## src/rtl/pipe_stage_skid.sv

```systemverilog
// Pipeline-stage register with valid/ready handshake, one skid entry and a registered in_ready.
// Define PIPE_STAGE_PERF_CNT_EN to add the saturating bubble_cnt and stall_cnt outputs.
module pipe_stage_skid #(
  parameter int DATA_W = 16,
  parameter int CTRL_W = 8
) (
  input  logic              clk,
  input  logic              rst_n,
  input  logic              in_valid,
  output logic              in_ready,
  input  logic [DATA_W-1:0] in_data,
  input  logic [CTRL_W-1:0] in_ctrl,
  output logic              out_valid,
  input  logic              out_ready,
  output logic [DATA_W-1:0] out_data,
  output logic [CTRL_W-1:0] out_ctrl,
  input  logic              flush,
  output logic [1:0]        occupancy
`ifdef PIPE_STAGE_PERF_CNT_EN
  ,
  output logic [15:0]       bubble_cnt,
  output logic [15:0]       stall_cnt
`endif
);

  typedef enum logic [1:0] {EMPTY = 2'd0, ONE = 2'd1, TWO = 2'd2} state_t;

  state_t            state, state_next;
  logic [DATA_W-1:0] main_data, skid_data;
  logic [CTRL_W-1:0] main_ctrl, skid_ctrl;
  logic              acc, pop;
  logic              load_main_in, load_main_skid, load_skid;

  assign acc = in_valid & in_ready;
  assign pop = out_valid & out_ready;

  // State register; in_ready is a flop so back-pressure never forms a combinational path.
  // NOTE: sequential state uses non-blocking (<=) so every flop samples pre-edge values.
  always_ff @(posedge clk or negedge rst_n) begin
    if (!rst_n) begin
      state    <= EMPTY;
      in_ready <= 1'b0;
    end else begin
      state    <= state_next;
      in_ready <= (state_next != TWO);
    end
  end

  // NOTE: every always_comb output gets a default first, so no path can infer a latch.
  always_comb begin
    state_next     = state;
    load_main_in   = 1'b0;
    load_main_skid = 1'b0;
    load_skid      = 1'b0;
    case (state)
      EMPTY: if (acc) begin
        state_next   = ONE;
        load_main_in = 1'b1;
      end
      ONE: begin
        if (acc && pop) begin
          load_main_in = 1'b1;
        end else if (acc) begin
          state_next = TWO;
          load_skid  = 1'b1;
        end else if (pop) begin
          state_next = EMPTY;
        end
      end
      TWO: if (pop) begin
        state_next     = ONE;
        load_main_skid = 1'b1;
      end
      default: state_next = EMPTY;
    endcase
    // Flush overrides everything, including an accept in the same cycle.
    if (flush) begin
      state_next     = EMPTY;
      load_main_in   = 1'b0;
      load_main_skid = 1'b0;
      load_skid      = 1'b0;
    end
  end

  // NOTE: the datapath registers are reset on purpose: reset values of out_data are observable.
  always_ff @(posedge clk or negedge rst_n) begin
    if (!rst_n) begin
      main_data <= '0;
      main_ctrl <= '0;
      skid_data <= '0;
      skid_ctrl <= '0;
    end else begin
      if (load_main_in) begin
        main_data <= in_data;
        main_ctrl <= in_ctrl;
      end else if (load_main_skid) begin
        main_data <= skid_data;
        main_ctrl <= skid_ctrl;
      end
      if (load_skid) begin
        skid_data <= in_data;
        skid_ctrl <= in_ctrl;
      end else if (load_main_skid || flush) begin
        skid_ctrl <= '0;
      end
    end
  end

  // Outputs decoded from state; control is squashed on bubbles, payload is not.
  always_comb begin
    out_valid = (state != EMPTY);
    out_data  = main_data;
    out_ctrl  = out_valid ? main_ctrl : '0;
    occupancy = state;
  end

  occupancy_in_range: assert property (@(posedge clk) disable iff (!rst_n) occupancy != 2'd3);

`ifdef PIPE_STAGE_PERF_CNT_EN
  always_ff @(posedge clk or negedge rst_n) begin
    if (!rst_n) begin
      bubble_cnt <= '0;
      stall_cnt  <= '0;
    end else begin
      if (!out_valid && bubble_cnt != 16'hFFFF) bubble_cnt <= bubble_cnt + 16'd1;
      if (out_valid && !out_ready && stall_cnt != 16'hFFFF) stall_cnt <= stall_cnt + 16'd1;
    end
  end
`else
  // Counters are absent in this build.
`endif

endmodule

```

## config.mk

```make
export PLATFORM = sky130hd
export DESIGN_NAME = pipe_stage_skid
export DESIGN_NICKNAME = d
export VERILOG_FILES = /design/src/rtl/pipe_stage_skid.sv
export SDC_FILE = /design/constraint.sdc
export NUM_CORES = 1
export LEC_CHECK = 0
export ABC_AREA = 1
export CAP_MARGIN = 40
export CELL_PAD_IN_SITES_DETAIL_PLACEMENT = 0
export CELL_PAD_IN_SITES_GLOBAL_PLACEMENT = 1
export CORE_ASPECT_RATIO = 0.9
export CORE_UTILIZATION = 32
export CTS_CLUSTER_DIAMETER = 40
export CTS_CLUSTER_SIZE = 20
export DETAILED_ROUTE_END_ITERATION = 10
export GPL_TIMING_DRIVEN = 0
export PLACE_DENSITY = 0.77
export SYNTH_ARGS = -nofsm -noshare
export SYNTH_HDL_FRONTEND = slang
export SYNTH_SLANG_ARGS = --single-unit
export TNS_END_PERCENT = 1
```

## constraint.sdc

```tcl
create_clock -name clk -period 1.12 [get_ports clk]
set_input_delay 0.224 -clock clk [delete_from_list [all_inputs] [get_ports clk]]
set_output_delay 0.224 -clock clk [all_outputs]
set_load 0.005 [all_outputs]
```

Yosys cells after proc, flatten, opt, wreduce, memory -nomap -nowiden
Cells that the tools add are included.

Flip-flop bits (word level): 51. Output and inout port bits: 28. Bits of input ports: 29.

Bitwise logic cells: 2. Reduce and logical (&&, ||, !) cells: 6. Equality and inequality tests: 3. Multiplexer cells: 24.

Operators with widths (number): 8-bit 2-to-1 mux (5); 16-bit 2-to-1 mux (2); 2-bit 2-to-1 mux (6); 1-bit 2-to-1 mux (9); 2-bit one-hot mux with 3 select lines (1); 2-bit nonzero test (3); 1-bit bitwise AND (2); 2-bit by 1-bit equality test with 1-bit output, second input constant (1); 2-bit equality test, second input constant (1); 2-bit zero test (1); 2-bit != test, second input constant (1); 1-bit one-hot mux with 2 select lines (1); 1-bit logical AND (1); 1-bit logical OR (1).

Depth between registers and ports, before layout
Depth in word-level cells: 8. Depth in mapped cells: 8. Mapped depth without buffers: 7.

Least setup slack after synthesis
OpenSTA, ideal clock, no wires.

Path kind: register -> register. Start point: reg state[1] (netlist: occupancy[1]). End point: reg main_data[10] (netlist: out_data[10]). Slack: -129 ps. Cell stages (with the launch flop): 6. Arrival: 1133 ps. Library setup time: 116 ps. Cells stage by stage: dfrtp_1 nor2_2 nand2_1 buf_2 nand3_1 nand2_1.

Longest elaborated chain between the ends: 7. Elaborated cells between the ends (all ways): 14.

RTL lines: from (decl) (RTL line 28) `state_t state, state_next;`; from (signal assigned) (RTL line 44) `state <= state_next;`; 2-bit nonzero test (RTL line 111) `out_valid = (state != EMPTY);`; 1-bit bitwise AND (RTL line 35) `assign pop = out_valid & out_ready;`; 1-bit logical AND (RTL line 61) `if (acc && pop) begin`; 1-bit 2-to-1 mux (RTL line 61); 1-bit one-hot mux with 2 select lines (RTL line 55) `case (state)`; 1-bit 2-to-1 mux (RTL line 77) `if (flush) begin`; 16-bit 2-to-1 mux / 2-bit nonzero test (equally long branches); to (signal assigned) (RTL line 94) `main_data <= in_data;`; to (signal assigned) (RTL line 97) `main_data <= skid_data;`; to (decl) (RTL line 29) `logic [DATA_W-1:0] main_data, skid_data;`.

Parallel ways exist; a longest one is shown, timed or not. A chain may end at the register's enable or synchronous reset.

Worst setup path after layout
Start point: reg state[0] (netlist: occupancy[0]). End point: out out_ctrl[7].

Longest elaborated chain between the ends: 2.

RTL lines: 2-bit nonzero test (RTL line 111); 8-bit 2-to-1 mux (RTL line 113) `out_ctrl = out_valid ? main_ctrl : '0;`; to (decl) (RTL line 16) `output logic [CTRL_W-1:0] out_ctrl,`.

Every way passes these cells.

==> summary.md <==
| Metric | Value |
|---|---|
| Routed vias | `2278` |
| Placed inst area | `0.00320 mm^2` |
| Setup slack at placement | `-0.674 ns` |
| Port buffer count | `56` |
| Placer Congestion | `0.742` |
| Post-synthesis sequential area ratio | `51.2%` |
| Die H | `85.8 um` |
| FF-to-FF path depth | `8` |
| I/O Pins | `57` |
| Yosys warning count | `0` |
| CTS tree | `yes` |
| Area Overhead vs Synth | `37.6%` |
| Worst vdd rail ir drop | `0.000686 V` |
| Max Slew Vio Count | `0` |
| Worst reg2reg path endpoint | `out_data[11]$_DFFE_PN0P_` |
| CTS buffer count | `5` |
| Die area | `0.00815 mm^2` |
| DR vias/cell | `4.53` |
| Critical path's top delay family | `flip-flops` |
| Status | `finished, violations left` |
| Setup CP Type | `register to primary output` |
| Hold Fails Final Rpt | `28` |
| Filler cells | `746` |
| First-pass GRT wire length | `10900 um` |
| Die Width | `95.1 um` |
| RSZ-0062 raised after global routing | `true` |
| Synth area leader | `dfrtp_1` |
| Slew Limit Headroom | `55.1%` |
| Ys flop type | `dfrtp_1` |
| Antenna Nets Post-Route | `0` |
| Sink Count | `51` |
| Area contributors post-synth | `dfrtp_1, nand2_1, nand3_1, inv_1, buf_6` |
| Hold Crit Class | `primary input to asynchronous set/reset pin` |
| DR WL/cell | `12.9 um` |
| Critical path's most frequent cell | `buf_6` |
| Synthesized area per cell | `7.72 um^2` |
| Final Cell Area | `0.00343 mm^2` |
| Final Skew | `0.00542 ns` |
| CP endpoint kind | `primary output` |
| Async SR Flop Fraction | `100%` |
| Fraction of layout cells with a size suffix above 1 | `22.1%` |
| Final setup violating endpoints | `62` |
| DR pass1 iterations | `4` |
| Register Area | `0.00128 mm^2` |
| Commonest cells in the synthesized netlist | `nand2_1, nand3_1, dfrtp_1, inv_1, nor2_1` |
| CP Cell Sequence | `buf_6, nor2_4, buf_6, nor2_2, buf_2` |
| Ant. Diodes | `0` |
| Area of the mapped netlist | `0.00249 mm^2` |
| PD cells | `1410 mW/mm^2` |
| Nets | `435` |
| Least-Margin Pin Slew | `0.674 ns` |
| Worst-path clk slew | `0.10 ns` |
| Most frequent cell after synthesis | `nand2_1` |
| Clock Path Buffers | `2` |
| Number of synthesized flops with an enable pin | `0` |
| Multi-input gate area | `0.00100 mm^2` |
| Number of global-route vias before repair | `2293` |
| R2R Path Start | `occupancy[0]$_DFF_PN0_` |
| LEAKAGE | `1.88 nW` |
| Design Power | `4.85 mW` |
| Failing checks | `hold timing, setup timing` |
| Worst R2R Setup Slack | `-0.37 ns` |
| Core Region | `0.00754 mm^2` |
| WL final | `6500 um` |
| Initial Util | `33.1%` |
| DP Wirelength | `4240 um` |
| Yosys top cell area share | `51.2%` |
| Clock Latency Late Sink | `0.30 ns` |
| Synth unique cells | `18` |
| Worst path bufs/invs | `3` |
| WHS | `-0.0555 ns` |
| H-tree Lvls | `2` |
| FF+latch count, synth | `51` |
| Congestion Overflow GR | `0` |
| Crit-path max FO | `4` |
| Worst setup margin | `-0.421 ns` |
| Startpoint types | `register` |
| Min Tclk post-route | `1.54 ns` |
| Final worst path period share | `138%` |
| # DRC | `0` |
| Post-Syn Nets | `352` |
| Slowest stage cell, crit path | `dfrtp_2` |
| Slowest cell delay on critical path | `0.46 ns` |
| Max_cap viols | `0` |
| Worst EP required | `0.90 ns` |
| Post-Synthesis Cells | `323` |
| Initial antenna violation count | `0` |
| Rows | `30` |
| Arr. time, crit path | `1.32 ns` |
| Largest net degree at the start of global routing | `30` |
| DRT iter0 DRCs | `137` |
| Root buffer selected by CTS | `clkbuf_8` |
| Gr usage total | `17.5%` |
| Fmax | `649 MHz` |
cell families after synthesis:
logic type	count (synthesis)	synth area share, %
AND/OR/NAND/NOR	214	37.3
buffers and inverters	55	10.5
AO/OA/AOI/OAI	3	1.05
flip-flops	51	51.2
sequential cells by signal, summed over array words and instances, names as in the netlist:
name	count
in_ready	1
main_ctrl	8
occupancy	2
out_data	16
skid_ctrl	8
skid_data	16
worst max-delay path by stage:
stage	start	to	slack (ns)	cells past startpoint
floorplan	occupancy[0]$_DFF_PN0_	out_data[10]$_DFFE_PN0P_	-0.12	7
global placement	rst_n	occupancy[0]$_DFF_PN0_	-2.00	1
detailed placement	occupancy[1]$_DFF_PN0_	out_ctrl[1]	-0.67	3
CTS	occupancy[0]$_DFF_PN0_	out_ctrl[1]	-0.39	4
global route	occupancy[1]$_DFF_PN0_	out_data[5]$_DFFE_PN0P_	-0.49	7
finish	occupancy[0]$_DFF_PN0_	out_ctrl[7]	-0.42	5
cell usage in the layout (no fill, tap or decap):
cell type	count
a21oi_2	1
a21oi_4	1
buf_12	1
buf_2	8
buf_4	18
buf_6	11
buf_8	2
bufinv_16	2
clkbuf_1	1
clkbuf_2	22
clkbuf_8	5
clkdlybuf4s15_1	1
clkdlybuf4s50_1	27
clkinvlp_4	1
dfrtp_1	49
dfrtp_2	2
inv_1	34
inv_2	4
inv_6	1
nand2_1	114
nand2_2	1
nand2_4	3
nand3_1	81
nand4_1	1
nor2_1	8
nor2_2	3
nor2_4	4
o21ai_1	1
stage by stage:
stage	util, %	std cells	hold WS, ns	TNS, ns
2_1_floorplan	-	323	-0.0716	-2.47
3_3_place_gp	42.2	475	0.462	-126.77
3_5_place_dp	42.4	476	0.306	-34.59
4_1_cts	45.6	495	-0.0295	-20.51
5_1_grt	45.5	503	-0.0105	-24.38
6_report	45.5	503	-0.0555	-19.25
layer usage:
layer	global-route usage (%)	vias to the layer above	share of wire, %
li1	-	1172	-
met1	24.8	1042	50
met2	27.5	57	44
met3	3.01	7	4.2
met4	4.55	0	1.3
met5	0	-	0
layout make-up:
type	instances	share of cell area [%]
Sequential cell	51	37.2
Clock inverter	3	1.97
Buffer	16	4.05
Multi-Input combinational cell	218	29.2
Tap cell	96	3.50
Timing Repair Buffer	75	17.6
Inverter	39	4.41
Clock buffer	5	2.00
power by group:
group          switching, mW  leakage (nW)  internal [mW]
clock network          0.647        0.0644          0.891
logic                  0.492          1.17          0.482
registers              0.176         0.646           2.16
total                   1.31          1.88           3.54
what timing repair did:
| item | 4_1_cts | 5_1_grt |
|---|---|---|
| hold endpoints to repair | 28 | 23 |
| resized for setup | 82 | 40 |
| pin swaps | 6 | 11 |
| cloned | 1 | 1 |
| setup buffers | 10 | 7 |
| endpoints found under the setup margin | 79 | 79 |
(Power assumes the default switching activity.)
